<file path="src/rtl/fetch_group_gen_pkg.sv">
// Shared front-end definitions for the fetch group generator: widths, FSM states
// and line-address helpers.
package fetch_group_gen_pkg;

    localparam int FETCH_WIDTH     = 128;
    localparam int INSTS_PER_GROUP = 4;
    localparam int GROUP_BYTES     = 16;

    typedef enum logic [2:0] {
        IDLE    = 3'd0,
        REQ     = 3'd1,
        WAIT    = 3'd2,
        DELIVER = 3'd3,
        DROP    = 3'd4
    } fetch_state_e;

    function automatic logic [63:0] line_addr(input logic [63:0] addr);
        return {addr[63:4], 4'b0000};
    endfunction

    // Start of the following line; wraps to 0 past the top of the address space.
    function automatic logic [63:0] next_line(input logic [63:0] addr);
        return line_addr(addr) + 64'(GROUP_BYTES);
    endfunction

endpackage

</file>
<file path="src/rtl/fetch_group_packer.sv">
// Combinational packer: shifts a fetched line so the word at the fetch offset
// lands in slot 0, and produces the matching low-contiguous valid mask.
module fetch_group_packer
    import fetch_group_gen_pkg::*;
(
    input  logic [FETCH_WIDTH-1:0]     line_data_i,
    input  logic [1:0]                 off_i,
    output logic [FETCH_WIDTH-1:0]     instr_o,
    output logic [INSTS_PER_GROUP-1:0] valid_o
);

    // Shift out the words before the fetch PC and build the valid mask.
    always_comb begin
        instr_o = line_data_i >> {off_i, 5'b00000};
        case (off_i)
            2'd0:    valid_o = 4'b1111;
            2'd1:    valid_o = 4'b0111;
            2'd2:    valid_o = 4'b0011;
            2'd3:    valid_o = 4'b0001;
            default: valid_o = 4'b0000;
        endcase
    end

endmodule

</file>
<file path="src/rtl/fetch_group_gen.sv">
// Fetch group generator: walks the fetch PC, requests aligned lines from the icache
// and hands one packed group to the instruction buffer per request.
module fetch_group_gen
    import fetch_group_gen_pkg::*;
#(
    parameter logic [63:0] RESET_PC     = 64'h0000_0000_8000_0000,
    parameter int unsigned DRAIN_CYCLES = 4
) (
    input  logic                       clock,
    input  logic                       reset_n,
    input  logic                       fetch_inst,
    input  logic                       redirect_valid,
    input  logic [63:0]                redirect_target,
    output logic                       icache_req_valid,
    input  logic                       icache_req_ready,
    output logic [63:0]                icache_req_addr,
    input  logic                       icache_resp_valid,
    input  logic [FETCH_WIDTH-1:0]     icache_resp_data,
    output logic [FETCH_WIDTH-1:0]     aligned_instr,
    output logic [INSTS_PER_GROUP-1:0] aligned_instr_valid,
    output logic [63:0]                pc
);

    localparam int CD_W = (DRAIN_CYCLES > 1) ? $clog2(DRAIN_CYCLES) : 1;
    localparam logic [CD_W-1:0] CD_LOAD = CD_W'(DRAIN_CYCLES - 1);

    fetch_state_e               state_q, state_d;
    logic [63:0]                fpc_q, fpc_d;
    logic [CD_W-1:0]            cd_q, cd_d;
    logic                       req_valid_q, req_valid_d;
    logic [63:0]                req_addr_q, req_addr_d;
    logic [FETCH_WIDTH-1:0]     instr_q, instr_d;
    logic [INSTS_PER_GROUP-1:0] valid_q, valid_d;
    logic [63:0]                pc_q, pc_d;

    logic [FETCH_WIDTH-1:0]     pk_instr_s;
    logic [INSTS_PER_GROUP-1:0] pk_valid_s;

    fetch_group_packer u_packer (
        .line_data_i (icache_resp_data),
        .off_i       (fpc_q[3:2]),
        .instr_o     (pk_instr_s),
        .valid_o     (pk_valid_s)
    );

    // Next-state logic; a redirect overrides every other event in each state.
    always_comb begin
        state_d = state_q;
        fpc_d   = fpc_q;
        cd_d    = (cd_q != '0) ? (cd_q - CD_W'(1)) : '0;
        instr_d = instr_q;
        pc_d    = pc_q;
        valid_d = 4'b0000;
        case (state_q)
            IDLE: begin
                if (redirect_valid) begin
                    fpc_d = redirect_target;
                    cd_d  = '0;
                end else if (fetch_inst && (cd_q == '0)) begin
                    state_d = REQ;
                end else begin
                    state_d = IDLE;
                end
            end
            REQ: begin
                if (redirect_valid) begin
                    fpc_d   = redirect_target;
                    state_d = icache_req_ready ? DROP : REQ;
                end else if (icache_req_ready) begin
                    state_d = WAIT;
                end else begin
                    state_d = REQ;
                end
            end
            WAIT: begin
                if (redirect_valid) begin
                    fpc_d   = redirect_target;
                    state_d = icache_resp_valid ? REQ : DROP;
                end else if (icache_resp_valid) begin
                    state_d = DELIVER;
                    instr_d = pk_instr_s;
                    valid_d = pk_valid_s;
                    pc_d    = fpc_q;
                end else begin
                    state_d = WAIT;
                end
            end
            DELIVER: begin
                if (redirect_valid) begin
                    fpc_d   = redirect_target;
                    state_d = REQ;
                end else begin
                    fpc_d   = next_line(fpc_q);
                    cd_d    = CD_LOAD;
                    state_d = IDLE;
                end
            end
            DROP: begin
                // A response landing with a redirect still belongs to the dead request.
                if (redirect_valid) begin
                    fpc_d   = redirect_target;
                    state_d = icache_resp_valid ? REQ : DROP;
                end else if (icache_resp_valid) begin
                    state_d = REQ;
                end else begin
                    state_d = DROP;
                end
            end
            default: begin
                state_d = IDLE;
            end
        endcase
        req_valid_d = (state_d == REQ);
        req_addr_d  = (state_d == REQ) ? line_addr(fpc_d) : 64'd0;
    end

    // State and registered output update.
    always_ff @(posedge clock or negedge reset_n) begin
        if (!reset_n) begin
            state_q     <= IDLE;
            fpc_q       <= RESET_PC;
            cd_q        <= '0;
            req_valid_q <= 1'b0;
            req_addr_q  <= 64'd0;
            instr_q     <= '0;
            valid_q     <= 4'b0000;
            pc_q        <= 64'd0;
        end else begin
            state_q     <= state_d;
            fpc_q       <= fpc_d;
            cd_q        <= cd_d;
            req_valid_q <= req_valid_d;
            req_addr_q  <= req_addr_d;
            instr_q     <= instr_d;
            valid_q     <= valid_d;
            pc_q        <= pc_d;
        end
    end

    assign icache_req_valid    = req_valid_q;
    assign icache_req_addr     = req_addr_q;
    assign aligned_instr       = instr_q;
    assign pc                  = pc_q;
    // A redirect in the delivery cycle cancels the group the buffer would take.
    assign aligned_instr_valid = valid_q & {INSTS_PER_GROUP{~redirect_valid}};

endmodule

</file>
<file path="config.mk">
export PLATFORM = sky130hd
export DESIGN_NAME = fetch_group_gen
export DESIGN_NICKNAME = d
export VERILOG_FILES = /design/src/rtl/fetch_group_gen_pkg.sv /design/src/rtl/fetch_group_packer.sv /design/src/rtl/fetch_group_gen.sv
export SDC_FILE = /design/constraint.sdc
export NUM_CORES = 1
export LEC_CHECK = 0
export CORE_UTILIZATION = 35
export DETAILED_ROUTE_END_ITERATION = 16
export PLACE_DENSITY = 0.64
export SLEW_MARGIN = 20
export SYNTH_ARGS = -nofsm -noshare
export SYNTH_HDL_FRONTEND = slang
export SYNTH_SLANG_ARGS = --single-unit
</file>
<file path="constraint.sdc">
create_clock -name clock -period 5.13 [get_ports clock]
set_input_delay 0.7695 -clock clock [delete_from_list [all_inputs] [get_ports clock]]
set_output_delay 0.7695 -clock clock [all_outputs]
set_load 0.1 [all_outputs]
</file>
# Yosys cells after proc, flatten, opt, wreduce, memory -nomap -nowiden
# Index checks and enable logic that the tools add are counted.
# op_classes
n_addsub,2
eq_ne,9
n_shift,1
muxes,22
bitwise_logic,2
reduce_logical,9
# op_table
op,count
$mux 64,3
$pmux 64 s2,1
$shr 128x7->128,1
$add 64x5->64 const B,1
$pmux 4 s4,1
$mux 3,5
$pmux 3 s5,1
$mux 4,3
$mux 2,4
$eq 3x1->1 const B,2
$eq 3x2->1 const B,2
$and 4x4->4,1
$eq 2x2->1 const B,2
$logic_not 2->1,2
$pmux 2 s2,1
$reduce_bool 2->1,2
$reduce_or 4->1,1
$eq 3x3->1 const B,1
$logic_not 3->1,1
$mux 1,3
$reduce_and 3->1,1
$eq 2x1->1 const B,1
$ne 2x1->1 const B,1
$reduce_and 2->1,1
other kinds (3),3
# totals
register_bits,330
inputBits,198
output_inout_bits,261
word_cells,54

# Depth between registers and ports, before layout
# depth
ltp_word,7
depth_mapped,9

# By module
# From an unflattened synthesis, not the netlist that was laid out.
# unflattened
cells_unflattened,1434
hier_area_um2,16209.3
# by_module_without_submodules
mod,instances,cells_each,area_per_inst_um2
fetch_group_gen,1,1175,14103.5
fetch_group_packer,1,259,2105.8

# Worst setup path before layout
# No wires, ideal clock.
# synth_timing
kind,in2out
start,in redirect_valid
end,out aligned_instr_valid[0]
arrival_ns,2.901
required_time_ns,4.360
slack_ns,1.460
cell_stages,5
n_path_buf,4
cell_sequence,clkbuf_1 > buf_1 > clkbuf_1 > clkbuf_1 > nor2b_1
# synth_via
elab_chain_len,2
# synth_rtl
item,line,rtl
from (decl),fetch_group_gen.sv:12,"input logic redirect_valid,"
$not 1->1 (no source line),n/a,
$and 4x4->4,fetch_group_gen.sv:145,assign aligned_instr_valid = valid_q & {INSTS_PER_GROUP{~redirect_valid}};
to (decl),fetch_group_gen.sv:20,"output logic [INSTS_PER_GROUP-1:0] aligned_instr_valid,"
# Every way passes these cells.

# Final worst setup path
# layout_timing
start,reg state_q[2]
end,"reg req_addr_q[19], in the netlist icache_req_addr[19]"
# layout_via
elab_chain_len,4
word_cells_on_any_way,11
classes_between,eq/ne: 5; mux: 4; reduce/logical: 2
# layout_rtl
item,line,rtl
from (decl),fetch_group_gen.sv:27,"fetch_state_e state_q, state_d;"
from (signal assigned),fetch_group_gen.sv:129,state_q <= state_d;
$eq 3x3->1 (tied with other cells),fetch_group_gen.sv:54,case (state_q)
$pmux 3 s5 / $reduce_or 4->1 (equally long branches),n/a,
$eq 3x1->1 / $pmux 64 s2 (equally long branches),"fetch_group_gen.sv:114, fetch_group_gen.sv:54",
$mux 64 *,fetch_group_gen.sv:114,req_addr_d = (state_d == REQ) ? line_addr(fpc_d) : 64'd0;
named net req_addr_d[19],fetch_group_gen.sv:31,"logic [63:0] req_addr_q, req_addr_d;"
to (signal assigned),fetch_group_gen.sv:133,req_addr_q <= req_addr_d;
to (decl),fetch_group_gen.sv:31,
# Mark *: on every way through the listed nets, which the timed path passes. The rest lies on a longest branch.
# A chain may end at the register's enable or synchronous reset.

==> impl_metrics.yaml <==
power:
  sequentialPowerShare_pct: 25.1
  cell_internal_pwr_w: 0.007660
  switching_power_summed_over_all_nets_w: 0.009329
  irDropWorstVdd_v: 0.0004950
  power.density_nw_per_um2: 763.5
  report.power.total_w: 0.01699
  comb_power_share_pct: 56.7
  switching_share_pct: 54.91
  p_leak_nw: 9.525
  share_clk_of_total_power_pct: 18.3
timing:
  final_min_period_over_clock_period_pct: 70.16
  grt_setup_unrepaired: "false"
  worst_slack_ns: 1.531
  final-max-slew-violation-count: 0
  finalSetupViolations: 0
  fin_worst_skew_ns: 0.02449
  period_needed_ns: 3.599
  tns_ns: 0
  timing_worst_slew_pin_value_ns: 1.183
  fmax_mhz: 277.8
  finalHoldViolations: 0
  worst_slew_margin_rel_pct: 20.95
yosys:
  synth.cell_area_sq_um: 15820
  number_of_enable_type_register_cells_in_the_synthesized_netlist: 0
  syn-mean-instance-area_sq_um: 9.547
  ys.warnings.count: 0
  yosysSeqAreaShare_pct: 51.58
  library_cells_used_by_synthesis: 68
  ys_seq_elements: 326
  postSynthCellCount: 1657
  postSynth.asyncResetShare_pct: 100.0
  ys.flop_type: "sky130_fd_sc_hd__dfrtp_1"
drt:
  avgRoutedWirePerCell_um: 21.92
  drcViolationCount: 0
  wl_mm: 58.48
  drtIter0Drc: 1387
  vias_per_instance: 5.493
  routed-via-count: 14660
  antenna_violating_nets_post_route: 0
  tritonroute_pass_1_iters: 6
layout:
  syn_to_final_growth_pct: 40.66
  final_nets: 2242
  layout_common_cells: "sky130_fd_sc_hd__clkdlybuf4s50_1, sky130_fd_sc_hd__nand2_1, sky130_fd_sc_hd__dfrtp_1"
  layout_cell_share_with_drive_strength_beyond_1_pct: 7.195
  multi_input_area_sq_um: 7106
  final_common_cell: "sky130_fd_sc_hd__clkdlybuf4s50_1"
  ff_latch_area_sq_um: 8168
  finish.utilization_pct: 50.10
  fill_cells: 4097
clock_tree:
  postCtsHoldBufs: 0
  clkSlewWorstSetupHoldPaths_ns: 0.06
  h-tree-depth: 2
  clk_path_buf_depth: 3
  cts.sink_count: 326
  cts_setup_buffers: 0
  clock_tree_from_tritoncts: "done"
  clock_buffer_count_from_cts: 39
  clockRootBuffer: "sky130_fd_sc_hd__clkbuf_16"
  insertion_delay_ns: 0.55
  cts_resized: 0
job:
  drv_cap: 0
place:
  count_of_port_buffers_added_during_placement: 454
  place_congestion: 0.8950
  detailed_place_hpwl_mm: 41.54
  dp_worst_setup_slack_ns: 1.367
status:
  run_status: "finished clean"
min_path:
  hold_path.class: "in2async"
setup_path:
  critical_path.startpoint_type: "flop"
  critical_path.max_fanout: 36
  worstSetupEndpointType: "flop"
  worstPathRequired_ns: 5.56
  cp_data_arrival_time_ns: 4.03
  critical_path_class: "reg2reg"
grt:
  combined_global_route_utilization_of_all_metal_layers_pct: 24.95
  grt_max_degree: 130
  grt_pass1_wl_mm: 88.98
  grt_antenna_before_repair: 9
  grt_pass1_vias: 14350
  grt-ovfl-total: 0
die:
  core_area_sq_um: 44410
  floorplan.die.height_um: 214.6
  core.rowCount: 77
  pin_count: 459
  die_w_um: 214.6
  die_outline_area_sq_um: 46050
  floorplan.initialDensity_pct: 35.62
sequential cells by signal (all words and copies together), names as in the netlist:
name,count
icache_req_addr,60
fpc_q,64
valid_q,4
aligned_instr,128
pc,64
icache_req_valid,1
state_q,3
cd_q,2
synth_stat cells, types with 34 or more instances:
master	instances	area (sq um)
sky130_fd_sc_hd__mux2i_1	72	720.7
sky130_fd_sc_hd__dfrtp_1	325	8133
sky130_fd_sc_hd__a211oi_1	38	285.3
sky130_fd_sc_hd__nor2b_1	40	250.2
sky130_fd_sc_hd__nor2_1	92	345.3
sky130_fd_sc_hd__nand2_1	328	1231
sky130_fd_sc_hd__and2_1	40	250.2
sky130_fd_sc_hd__clkbuf_1	94	352.8
sky130_fd_sc_hd__mux2_2	34	382.9
sky130_fd_sc_hd__a21oi_1	90	450.4
sky130_fd_sc_hd__o21ai_0	92	460.4
sky130_fd_sc_hd__o31ai_1	34	255.2
layout make-up:
cell class              count  share of cell area (%)
flip-flops and latches    326                   36.71
multi-input cells        1188                   31.93
repair buffers            477                   21.31
clock buffers              54                   5.050
well taps                 592                   3.329
clock inverters            15                   1.417
inverters                  11                  0.1968
diodes                      5                 0.05623
per-stage QoR:
| step | cells | cell area (sq um) | hold slack [ns] |
|---|---|---|---|
| 4_1_cts | 2663 | 22240 | 0.3042 |
| 3_3_place_gp | 2594 | 20800 | 0.4607 |
| 2_1_floorplan | 1660 | 15830 | 0.4384 |
| 5_1_grt | 2666 | 22250 | 0.3329 |
| 6_report | 2668 | 22250 | 0.2886 |
| 3_5_place_dp | 2594 | 20800 | 0.4622 |
cell families after synthesis:
group / Yosys count / share of synthesized area, %
xor+xnor: 19 / 1.052
buf+inv: 146 / 3.749
fa+ha+maj: 1 / 0.07908
mux: 106 / 6.976
simple gates: 643 / 19.00
other cells: 1 / 0.02371
compound gates: 415 / 17.54
flops: 326 / 51.58
power groups by stage:
| stage | clock network [W] | logic (W) | registers [W] |
|---|---|---|---|
| after global routing | 0.00327 | 0.00994 | 0.00437 |
| after CTS | 0.00317 | 0.00966 | 0.00426 |
| final | 0.00310 | 0.00963 | 0.00426 |
| after floorplan | 0 | 0.00165 | 0.00967 |
| after global placement | 0 | 0.00959 | 0.00428 |
| after detailed placement | 0 | 0.00963 | 0.00428 |
critical path, cell delays in order (launching register included):
cell and delay [ns]:
sky130_fd_sc_hd__dfrtp_1 0.70, sky130_fd_sc_hd__buf_4 0.36, sky130_fd_sc_hd__inv_1 0.11, sky130_fd_sc_hd__nor4_1 0.26
sky130_fd_sc_hd__nor3_1 0.19, sky130_fd_sc_hd__nand2_1 0.10, sky130_fd_sc_hd__buf_4 0.30, sky130_fd_sc_hd__clkinv_1 0.90
sky130_fd_sc_hd__and2_1 0.54
per-layer routing:
metal / track usage, % / share of wire (%) / up-vias
li1: - / - / 6675
met1: 31.71 / 41 / 7180
met2: 42.13 / 49 / 689
met3: 4.794 / 7.1 / 107
met4: 9.071 / 2.8 / 4
met5: 0 / 0.046 / -
worst paths after layout:
check | start | end | slack [ns] | cells past startpoint
min in group clock | pc[1]$_DFFE_PN0P_ | pc[1]$_DFFE_PN0P_ | 0.47 | 2
max | state_q[2]$_DFF_PN0_ | icache_req_addr[19]$_DFF_PN0_ | 1.53 | 8
max reg2reg | state_q[2]$_DFF_PN0_ | icache_req_addr[19]$_DFF_PN0_ | 1.53 | 8
min reg2reg | pc[1]$_DFFE_PN0P_ | pc[1]$_DFFE_PN0P_ | 0.47 | 2
max in group asynchronous | reset_n | aligned_instr[65]$_DFFE_PN0P_ | 3.56 | 2
min | reset_n | icache_req_addr[46]$_DFF_PN0_ | 0.29 | 1
(Power assumes the default switching activity.)
